$ cat src/rtl/mem_wb_stage.sv
// MEM/WB pipeline register with write-back select, HALT state machine and an
// optional retired-instruction counter (enabled by defining MEM_WB_RETIRE_CNT_EN).
module mem_wb_stage #(
  parameter int NB_DATA = 32,
  parameter int NB_REG  = 5
) (
  input  logic               clock_i,
  input  logic               reset_i,
  input  logic               en_pipeline,
  input  logic               valid_i,
  input  logic [NB_DATA-1:0] mem_data_i,
  input  logic [NB_DATA-1:0] alu_result_i,
  input  logic [NB_DATA-1:0] pc_plus8_i,
  input  logic [2:0]         wb_signals_i,
  input  logic [NB_REG-1:0]  rd_i,
  input  logic               halt_i,
  output logic [NB_DATA-1:0] wb_data_o,
  output logic [NB_REG-1:0]  wb_rd_o,
  output logic               wb_reg_write_o,
  output logic               halt_o,
  output logic [31:0]        retired_o
);

  typedef enum logic {RUN, HALTED} state_t;

  state_t             state;
  state_t             state_next;
  logic               advance;
  logic [NB_DATA-1:0] wb_data_sel;
  logic               reg_write_next;

  // Once HALTED the whole stage freezes, so every register shares one enable.
  assign advance        = en_pipeline && (state == RUN);
  assign reg_write_next = wb_signals_i[2] && valid_i && !halt_i && (rd_i != '0);

  always_comb begin
    wb_data_sel = alu_result_i;
    case (wb_signals_i[1:0])
      2'b01:   wb_data_sel = mem_data_i;
      2'b10:   wb_data_sel = pc_plus8_i;
      default: wb_data_sel = alu_result_i;
    endcase
  end

  always_ff @(posedge clock_i or negedge reset_i) begin
    if (!reset_i) begin
      state <= RUN;
    end else begin
      state <= state_next;
    end
  end

  always_comb begin
    state_next = state;
    if (advance && valid_i && halt_i) begin
      state_next = HALTED;
    end
  end

  always_comb begin
    halt_o = (state == HALTED);
  end

  always_ff @(posedge clock_i or negedge reset_i) begin
    if (!reset_i) begin
      wb_data_o      <= '0;
      wb_rd_o        <= '0;
      wb_reg_write_o <= 1'b0;
    end else if (advance) begin
      wb_data_o      <= wb_data_sel;
      wb_rd_o        <= rd_i;
      wb_reg_write_o <= reg_write_next;
    end
  end

`ifdef MEM_WB_RETIRE_CNT_EN
  logic        retire;
  logic [31:0] retire_cnt;

  // HALT is not counted; the counter wraps naturally at 32 bits.
  assign retire = advance && valid_i && !halt_i;

  always_ff @(posedge clock_i or negedge reset_i) begin
    if (!reset_i) begin
      retire_cnt <= '0;
    end else if (retire) begin
      retire_cnt <= retire_cnt + 32'd1;
    end
  end

  assign retired_o = retire_cnt;
`else
  assign retired_o = '0;
`endif

endmodule

$ cat config.mk
export PLATFORM = sky130hd
export DESIGN_NAME = mem_wb_stage
export DESIGN_NICKNAME = d
export VERILOG_FILES = /design/src/rtl/mem_wb_stage.sv
export SDC_FILE = /design/constraint.sdc
export NUM_CORES = 1
export LEC_CHECK = 0
export CORE_MARGIN = 2
export CORE_UTILIZATION = 34
export CTS_CLUSTER_SIZE = 24
export DETAILED_ROUTE_END_ITERATION = 10
export PLACE_DENSITY = 0.92
export SYNTH_ARGS = -nofsm -noshare
export SYNTH_HDL_FRONTEND = slang
export SYNTH_SLANG_ARGS = --single-unit
$ cat constraint.sdc
create_clock -name clock_i -period 1.85 [get_ports clock_i]
set_clock_uncertainty 0.2 [all_clocks]
set_input_delay 0.555 -clock clock_i [delete_from_list [all_inputs] [get_ports clock_i]]
set_output_delay 0.555 -clock clock_i [all_outputs]
set_load 0.01 [all_outputs]
==> reports/results.tsv, run 1 <==
metric	value	unit
Placed Area	3810	um^2
Rows	30	
core area	6720	um^2
postcts setup bufs	0	
Port Buffers	147	
main combinational cell family by area after synthesis	compound AO/OA/AOI/OAI gates	
Finished Cell Area	3940	um^2
Root Buffer	clkbuf_8	
hold_ws	0.272	ns
CP max FO	34	
vias in the first global route	2269	
sequential area share after synthesis	0.418	
outcome	finished, final reports clean	
sequential power share	0.380	
# IOs	180	
crit path DAT	1.76	ns
largest net degree at the start of global routing	39	
final hold violation count	0	
Layout area overhead	69.0	%
Crit Path Class	input port to flip-flop	
ratio of cells with drive above 1 in the final layout	0.0890	
CP top delay family	buffers and inverters	
worst path required time	1.82	ns
combinational power share	0.413	
Die Ht	86.8	um
commonest non-fill, non-tap cell in the layout	clkdlybuf4s50_1	
drt first pass iters	4	
Residual DRC	0	
Cells after Synth	237	
YS warnings	0	
drt total wl	7240	um
Max Buffers Root-to-Sink	2	
Leak	1.78	nW
Post-Syn Area	2330	um^2
CP cell instances	clkdlybuf4s50_1 > nand2b_4 > buf_12 > o31ai_1	
clk sinks	39	
worst path bufs/invs	2	
clock share of power	0.207	
Yosys reg bits	39	
Achievable Freq	559	MHz
CP endpoint kind	flip-flop	
Hold Path Class	flip-flop to flip-flop	
Unique masters post-synth	20	
Period Utilization, post-route	0.966	
H-tree levels	2	
DPL Wire Length	5550	um
internal power	2.41	mW
clock-pin transition on the worst setup and hold timing paths	0.07	ns
total CTS buffers	5	
TritonCTS clock tree	built	
Global Route Usage Sum	0.180	
Post-Synth Adder-Cell Area	0.0107	
Starting Density	0.347	
RSZ-0062 raised after global routing	false	
syn_area_per_cell	9.85	um^2
ANT cells	0	
Final ANT Viol Nets	0	
maximum VDD drop	471	uV
total power	3.54	mW
top cells by area, synth	dfrtp_1 42%, a221oi_1 12%, buf_4 10%, o31ai_1 10%, nor2b_1 8.6%	
most frequent cells in the layout	105 x clkdlybuf4s50_1, 41 x dlygate4sd2_1, 39 x dfrtp_1, 34 x nand2_1	
Routability Congestion	0.771	
Sw Ratio	0.319	
DR WL/cell	15.7	um
DRT iter0 DRCs	92	
CP peak stage delay	0.54	ns
simple-gate share of the synthesized area	0.151	
TNS Setup	0	ns
slowest stage cell, crit path	clkdlybuf4s50_1	
multiplexer share of the synthesized area	0.0306	
leading area contributor after synthesis	dfrtp_1	
max-cap violation count	0	
initial antenna violation count	0	
pwr dens	897	nW/um^2
fin util	0.587	
die area	7540	um^2
xor/xnor cell area share of the yosys netlist	0	
clk_lat worst skew	0.29	ns
switching power of the nets	1.13	mW
Max Slew Vio Count	0	
first-pass GRT wire length	10800	um
die span in x	86.8	um
number of fill cells	574	
crit path time final	1.79	ns
via count	2289	
critical path launch point type	input port	
# nets final	492	
top cell type's share of synthesized area	0.418	
Via-to-Cell Ratio	4.95	
Compound-Gate Fraction of Synth Area	0.234	
setup violators final	0	
gr ovfl total	0	
==> tightest hold or removal path, cell delays in order, from the launching register on <==
cell and delay (ns):
dfrtp_1 0.34, nand2_1 0.05, o31ai_1 0.05
==> path summary, 6_finish.rpt <==
path | start | endpoint | slack (ns) | depth (start not counted)
max in group asynchronous | reset_i | wb_data_o[10] | 0.61 | 3
worst max-delay path | en_pipeline | wb_data_o[7] | 0.06 | 4
min in group asynchronous | reset_i | wb_rd_o[0] | 0.38 | 2
worst min register to register | wb_data_o[30] | wb_data_o[30] | 0.27 | 2
worst max register to register | halt_o | wb_data_o[7] | 0.39 | 3
worst min-delay path | wb_data_o[30] | wb_data_o[30] | 0.27 | 2
==> through the flow <==
stage | worst slack [ns] | std cells
after floorplan | 0.0723 | 268
after global placement | -0.469 | 453
after detailed placement | -0.530 | 453
after CTS | 0.0618 | 462
after global routing | 0.0302 | 462
final | 0.0622 | 462
==> metal layers <==
metal	global-route usage	part of all wire	vias to the layer above
li1	-	-	1091
met1	0.198	0.39	1062
met2	0.340	0.52	121
met3	0.0286	0.074	15
met4	0.0710	0.024	0
met5	0	0	-
==> sequential cells by signal (all words and copies together), names as in the netlist <==
name            cells
halt_o              1
wb_data_o          32
wb_rd_o             5
wb_reg_write_o      1
==> power groups by stage <==
| stage | Combinational (mW) | Sequential, mW | Clock [mW] |
|---|---|---|---|
| after floorplan | 0.517 | 1.51 | 0 |
| after global placement | 1.64 | 1.35 | 0 |
| after detailed placement | 1.68 | 1.37 | 0 |
| after CTS | 1.48 | 1.34 | 0.760 |
| after global routing | 1.59 | 1.38 | 0.793 |
| final | 1.46 | 1.34 | 0.733 |
==> layout make-up <==
cell class / count / area [um^2] / area share
clock inverter: 2 / 35.0 / 0.00889
inverter: 2 / 7.51 / 0.00190
sequential: 39 / 976 / 0.248
multi-input combinational: 174 / 1150 / 0.293
clock buffer: 6 / 82.6 / 0.0209
timing repair buffer: 159 / 1590 / 0.402
tap: 80 / 100 / 0.0254
==> what timing repair did <==
action / CTS / global route
endpoints found under the hold margin: 2 / 0
hold buffers: 1 / 0
endpoints found under the setup margin: 71 / 0
gates resized for setup: 51 / 0
==> cells by family after synthesis <==
group / Yosys count
DFF: 39
and+or+nand+nor: 69
AOI/OAI and AO/OA: 66
adders and majority gates: 2
other: 1
muxes: 5
buffers and inverters: 55
==> cell usage after synthesis <==
library cell   n
dfrtp_1       39
nand2_1       34
a221oi_1      32
buf_4         32
nor2b_1       32
o31ai_1       32
buf_2         13
clkbuf_1       5
mux2_4         4
buf_6          2
ha_1           2
inv_1          2
a31o_2         1
clkbuf_2       1
conb_1         1
mux2_2         1
nand2b_4       1
nor2_1         1
o41ai_2        1
or4_1          1
Power figures use the tool's default switching activity.
==> run 2: changes to the inputs <==
Settings changed: CORE_UTILIZATION 34 to 30, PLACE_DENSITY 0.92 to 0.83.
==> reports/results.tsv, run 2 (same netlist as run 1, synthesis figures left out) <==
metric	value	unit	change
crit path DAT	1.77	ns	about the same
ANT cells	0		unchanged
CP peak stage delay	0.29	ns	-0.25 ns
gr ovfl total	0		unchanged
ratio of cells with drive above 1 in the final layout	0.0995		+0.0105
Rows	32		+6.7%
Port Buffers	147		unchanged
CP cell instances	dlygate4sd2_1 > ha_4 > bufbuf_16 > nor2b_1 > o31ai_1		
CP endpoint kind	flip-flop		
Layout area overhead	71.7	%	
initial antenna violation count	0		unchanged
Routability Congestion	0.728		-5.6%
TritonCTS clock tree	built		
Register Area	976	um^2	unchanged
critical path launch point type	input port		
Achievable Freq	564	MHz	+0.84%
pwr dens	885	nW/um^2	-1.4%
fin util	0.524		-0.0627
internal power	2.43	mW	+0.74%
Multi-input gate area	1160	um^2	+0.87%
Die Ht	92.2	um	+6.2%
DRT iter0 DRCs	44		-52%
maximum VDD drop	442	uV	-6.2%
DPL Wire Length	5600	um	+0.84%
fin worst setup slack	0.0770	ns	+0.0148 ns
Biggest register	wb_data_o		
most frequent cells in the layout	105 x clkdlybuf4s50_1, 40 x dlygate4sd2_1, 39 x dfrtp_1, 34 x nand2_1		
cell total after placement	474		+4.6%
# nets final	492		unchanged
slowest stage cell, crit path	bufbuf_16		
largest net degree at the start of global routing	35		-10%
combinational power share	0.417		+0.004
Leak	1.80	nW	+1.2%
Sw Ratio	0.316		-0.00313
worst path required time	1.84	ns	+0.02 ns
sequential power share	0.376		-0.004
Crit Path Class	input port to flip-flop		
crit path time final	1.77	ns	-0.0148 ns
max-cap violation count	0		unchanged
commonest non-fill, non-tap cell in the layout	clkdlybuf4s50_1		
H-tree levels	2		unchanged
total CTS buffers	5		unchanged
clk sinks	39		unchanged
clock-pin transition on the worst setup and hold timing paths	0.07	ns	about the same
Max Slew Vio Count	0		unchanged
Period Utilization, post-route	0.958		-0.00801
largest registers	wb_data_o: 32 flops, wb_rd_o: 5 flops		
CP max FO	18		-47%
Max Buffers Root-to-Sink	2		unchanged
die span in x	92.2	um	+6.2%
core area	7650	um^2	+14%
Residual DRC	0		unchanged
Final ANT Viol Nets	0		unchanged
outcome	finished, final reports clean		
dpl ws	-0.505	ns	+0.0255 ns
setup violators final	0		unchanged
drt total wl	7440	um	+2.7%
final hold violation count	0		unchanged
total power	3.55	mW	+0.27%
final std cells w/o fill	484		+4.8%
Global Route Usage Sum	0.175		-0.00476
Finished Cell Area	4010	um^2	+1.7%
Hold Path Class	input port to async pin		
number of fill cells	710		+24%
die area	8500	um^2	+13%
max reg flops	32		unchanged
first-pass GRT wire length	11800	um	+9.7%
drt first pass iters	4		unchanged
# IOs	180		unchanged
clock share of power	0.207		about the same
RSZ-0062 raised after global routing	false		
switching power of the nets	1.12	mW	-0.71%
Placed Area	3860	um^2	+1.2%
DR WL/cell	15.4	um	-1.9%
Starting Density	0.305		-0.0422
Via-to-Cell Ratio	4.86		-2.0%
Root Buffer	clkbuf_8		
clk_lat worst skew	0.29	ns	about the same
via count	2351		+2.7%
CTS Hold Bufs	0		-1
vias in the first global route	2430		+7.1%
## run 2: changes by cell type in the layout (fill, tap and decap cells not counted), sizes merged
cell,before,now
bufbuf,0,1
clkbuf,6,7
dlygate4sd3,1,0
dlygate4sd2,41,40
## run 2: cell type report
type / instances / area share
timing repair buffer: 159 / 0.403
clock inverter: 2 / 0.00874
multi-input combinational: 174 / 0.291
clock buffer: 6 / 0.0206
tap: 102 / 0.0318
inverter: 2 / 0.00187
sequential: 39 / 0.244
## run 2: stage by stage
step | hold WS, ns | setup TNS, ns
3_3_place_gp | 0.259 | -12.41
5_1_grt | 0.0508 | 0
2_1_floorplan | 0.0594 | 0
3_5_place_dp | 0.269 | -14.95
4_1_cts | 0.0291 | 0
6_report | 0.0299 | 0
## run 2: path summary, 6_finish.rpt
kind                                      start  slack [ns]  cells after the start             to
worst max-delay path            wb_signals_i[1]        0.08                      5  wb_data_o[23]
worst min-delay path                    reset_i        0.03                      2  wb_data_o[22]
worst max register to register           halt_o        0.29                      4   wb_data_o[8]
worst min register to register    wb_data_o[14]        0.28                      2  wb_data_o[14]
max in group asynchronous               reset_i        1.19                      2   wb_data_o[8]
min in group clock_i              wb_data_o[14]        0.28                      2  wb_data_o[14]
## run 2: what timing repair did
action,CTS,global route
setup endpoints to repair,71,3
cloned,1,0
gates resized for setup,49,2
setup buffers,1,0
pin swaps,1,1
## run 2: routing by layer
layer / GRT usage / vias up / wire length (um)
met3: 0.0419 / 15 / 556
met5: 0 / - / 0
met4: 0.0672 / 0 / 193
met2: 0.330 / 133 / 3780
li1: - / 1092 / -
met1: 0.187 / 1111 / 2910
## run 2: power by group through the flow
stage                     Clock, mW  Combinational [mW]  Sequential [mW]
after floorplan                   0               0.517             1.51
after global placement            0                1.65             1.35
after detailed placement          0                1.68             1.37
after CTS                     0.760                1.50             1.34
after global routing          0.777                1.62             1.39
final                         0.736                1.48             1.33
## run 2: critical path, delay by kind of cell
| family | cells | cell delay (ns) |
|---|---|---|
| adder cells (fa/ha/maj) | 1 | 0.26 |
| buffers and inverters | 2 | 0.56 |
| AO/OA/AOI/OAI | 1 | 0.25 |
| AND/OR/NAND/NOR | 1 | 0.14 |
==> run 3: changes to the inputs <==
==> constraint.sdc (replaced) <==
create_clock -name clock_i -period 1.85 [get_ports clock_i]
set_clock_uncertainty 0.2 [all_clocks]
set_input_delay 0.37 -clock clock_i [delete_from_list [all_inputs] [get_ports clock_i]]
set_output_delay 0.37 -clock clock_i [all_outputs]
set_load 0.01 [all_outputs]
==> reports/results.tsv, run 3 (same netlist as run 1, synthesis figures left out) <==
metric	value	unit	change
# IOs	180		unchanged
largest net degree at the start of global routing	37		+5.7%
sequential power share	0.374		-0.002
Worst Reg-to-Reg Cells	3		-1
Period Utilization, post-route	0.992		+0.0333
Max Buffers Root-to-Sink	2		unchanged
ratio of cells with drive above 1 in the final layout	0.0765		-0.0230
Crit Path Class	input port to flip-flop		
Starting Density	0.305		unchanged
Placed Area	3850	um^2	about the same
via count	2302		-2.1%
CP endpoint kind	flip-flop		
dpl ws	-0.292	ns	+0.212 ns
Leak	1.66	nW	-8.0%
vias in the first global route	2283		-6.0%
fin worst setup slack	0.0153	ns	-0.0617 ns
hold_ws	0.281	ns	+0.251 ns
setup violators final	0		unchanged
clock-pin transition on the worst setup and hold timing paths	0.08	ns	about the same
die area	8500	um^2	unchanged
Max Slew Vio Count	0		unchanged
commonest non-fill, non-tap cell in the layout	clkdlybuf4s50_1		
ANT cells	0		unchanged
Finished Cell Area	3990	um^2	-0.56%
Port Buffers	147		unchanged
gr ovfl total	0		unchanged
clk_lat worst skew	0.29	ns	about the same
Layout area overhead	70.8	%	
Via-to-Cell Ratio	4.79		-1.5%
Hold Path Class	flip-flop to flip-flop		
Die Ht	92.2	um	unchanged
fin util	0.521		-0.00295
outcome	finished, final reports clean		
crit path DAT	1.80	ns	+0.03 ns
DPL Wire Length	5480	um	-2.2%
crit path time final	1.83	ns	+0.0617 ns
Routability Congestion	0.735		+1.0%
# nets final	489		-0.61%
drt first pass iters	4		unchanged
die span in x	92.2	um	unchanged
RSZ-0062 raised after global routing	true		
max reg flops	32		unchanged
largest registers	wb_data_o: 32 flops, wb_rd_o: 5 flops		
first-pass GRT wire length	11200	um	-5.0%
H-tree levels	2		unchanged
core area	7650	um^2	unchanged
DRT iter0 DRCs	68		+55%
Global Route Usage Sum	0.165		-0.00991
Rows	32		unchanged
TritonCTS clock tree	built		
Root Buffer	clkbuf_8		
final hold violation count	0		unchanged
Sw Ratio	0.317		+0.000482
hold path cells	2		
drt total wl	7080	um	-4.8%
Final ANT Viol Nets	0		unchanged
internal power	2.47	mW	+1.8%
max-cap violation count	0		unchanged
clock share of power	0.161		-0.046
DR WL/cell	14.7	um	-4.2%
switching power of the nets	1.14	mW	+2.0%
Achievable Freq	545	MHz	-3.4%
initial antenna violation count	0		unchanged
Biggest register	wb_data_o		
CP max FO	32		+14
maximum VDD drop	324	uV	-27%
pwr dens	907	nW/um^2	+2.4%
clk sinks	39		unchanged
combinational power share	0.466		+0.049
total CTS buffers	5		unchanged
worst path required time	1.82	ns	-0.02 ns
critical path launch point type	input port		
total power	3.61	mW	+1.8%
Residual DRC	0		unchanged
most frequent cells in the layout	145 x clkdlybuf4s50_1, 39 x dfrtp_1, 34 x nand2_1		
[run 3: cell count changes in the layout (fill, tap and decap cells not counted), moves of 2 or more]
cell | before | now
clkinvlp_4 | 0 | 2
buf_4 | 4 | 0
a221oi_2 | 6 | 3
dlygate4sd2_1 | 40 | 0
a221oi_1 | 26 | 29
clkdlybuf4s50_1 | 105 | 145
[run 3: critical path, stage by stage]
cell	delay (ns)
clkdlybuf4s50_1	0.54
inv_1	0.06
ha_1	0.21
buf_12	0.18
a221oi_1	0.32
o31ai_1	0.11
[run 3: timing repair]
item	CTS	global route
endpoints found under the setup margin	0	14
hold buffers	1	0
setup buffers	0	0
gates resized for setup	0	5
endpoints found under the hold margin	18	0
[run 3: final timing paths]
kind / start / to / slack [ns]
worst max-delay path: wb_signals_i[1] / wb_data_o[10] / 0.02
worst min-delay path: wb_data_o[11] / wb_data_o[11] / 0.28
worst max register to register: halt_o / wb_data_o[2] / 0.38
worst min register to register: wb_data_o[11] / wb_data_o[11] / 0.28
max in group asynchronous: reset_i / wb_data_o[17] / 0.58
min in group asynchronous: reset_i / wb_rd_o[3] / 0.37
[run 3: cell type report]
class	count	area, um^2
Tap cell	102	128
Clock inverter	3	20.0
Fill cell	677	3660
Timing Repair Buffer	156	1640
Inverter	2	7.51
Sequential cell	39	976
Multi-Input combinational cell	174	1150
Clock buffer	5	68.8
[run 3: metrics by stage]
stage	TNS, ns	cells
global placement	-6.14	472
floorplan	0	268
finish	0	481
global route	-0.102	481
detailed placement	-7.93	472
CTS	0	481
[run 3: power groups by stage]
| stage | clock network (mW) | registers, mW | logic [mW] |
|---|---|---|---|
| 6_report | 0.581 | 1.35 | 1.68 |
| 5_1_grt | 0.643 | 1.40 | 1.82 |
| 4_1_cts | 0.606 | 1.35 | 1.69 |
| 3_5_place_dp | 0 | 1.37 | 1.68 |
| 3_3_place_gp | 0 | 1.35 | 1.65 |
| 2_1_floorplan | 0 | 1.51 | 0.517 |
[run 3: routing by layer]
layer	vias to the layer above	share of wire	GRT usage	routed length (um)
met5	-	0	0	0
met4	0	0.016	0.0485	116
met3	10	0.084	0.0362	597
met2	131	0.50	0.300	3570
met1	1077	0.39	0.195	2800
li1	1084	-	-	-
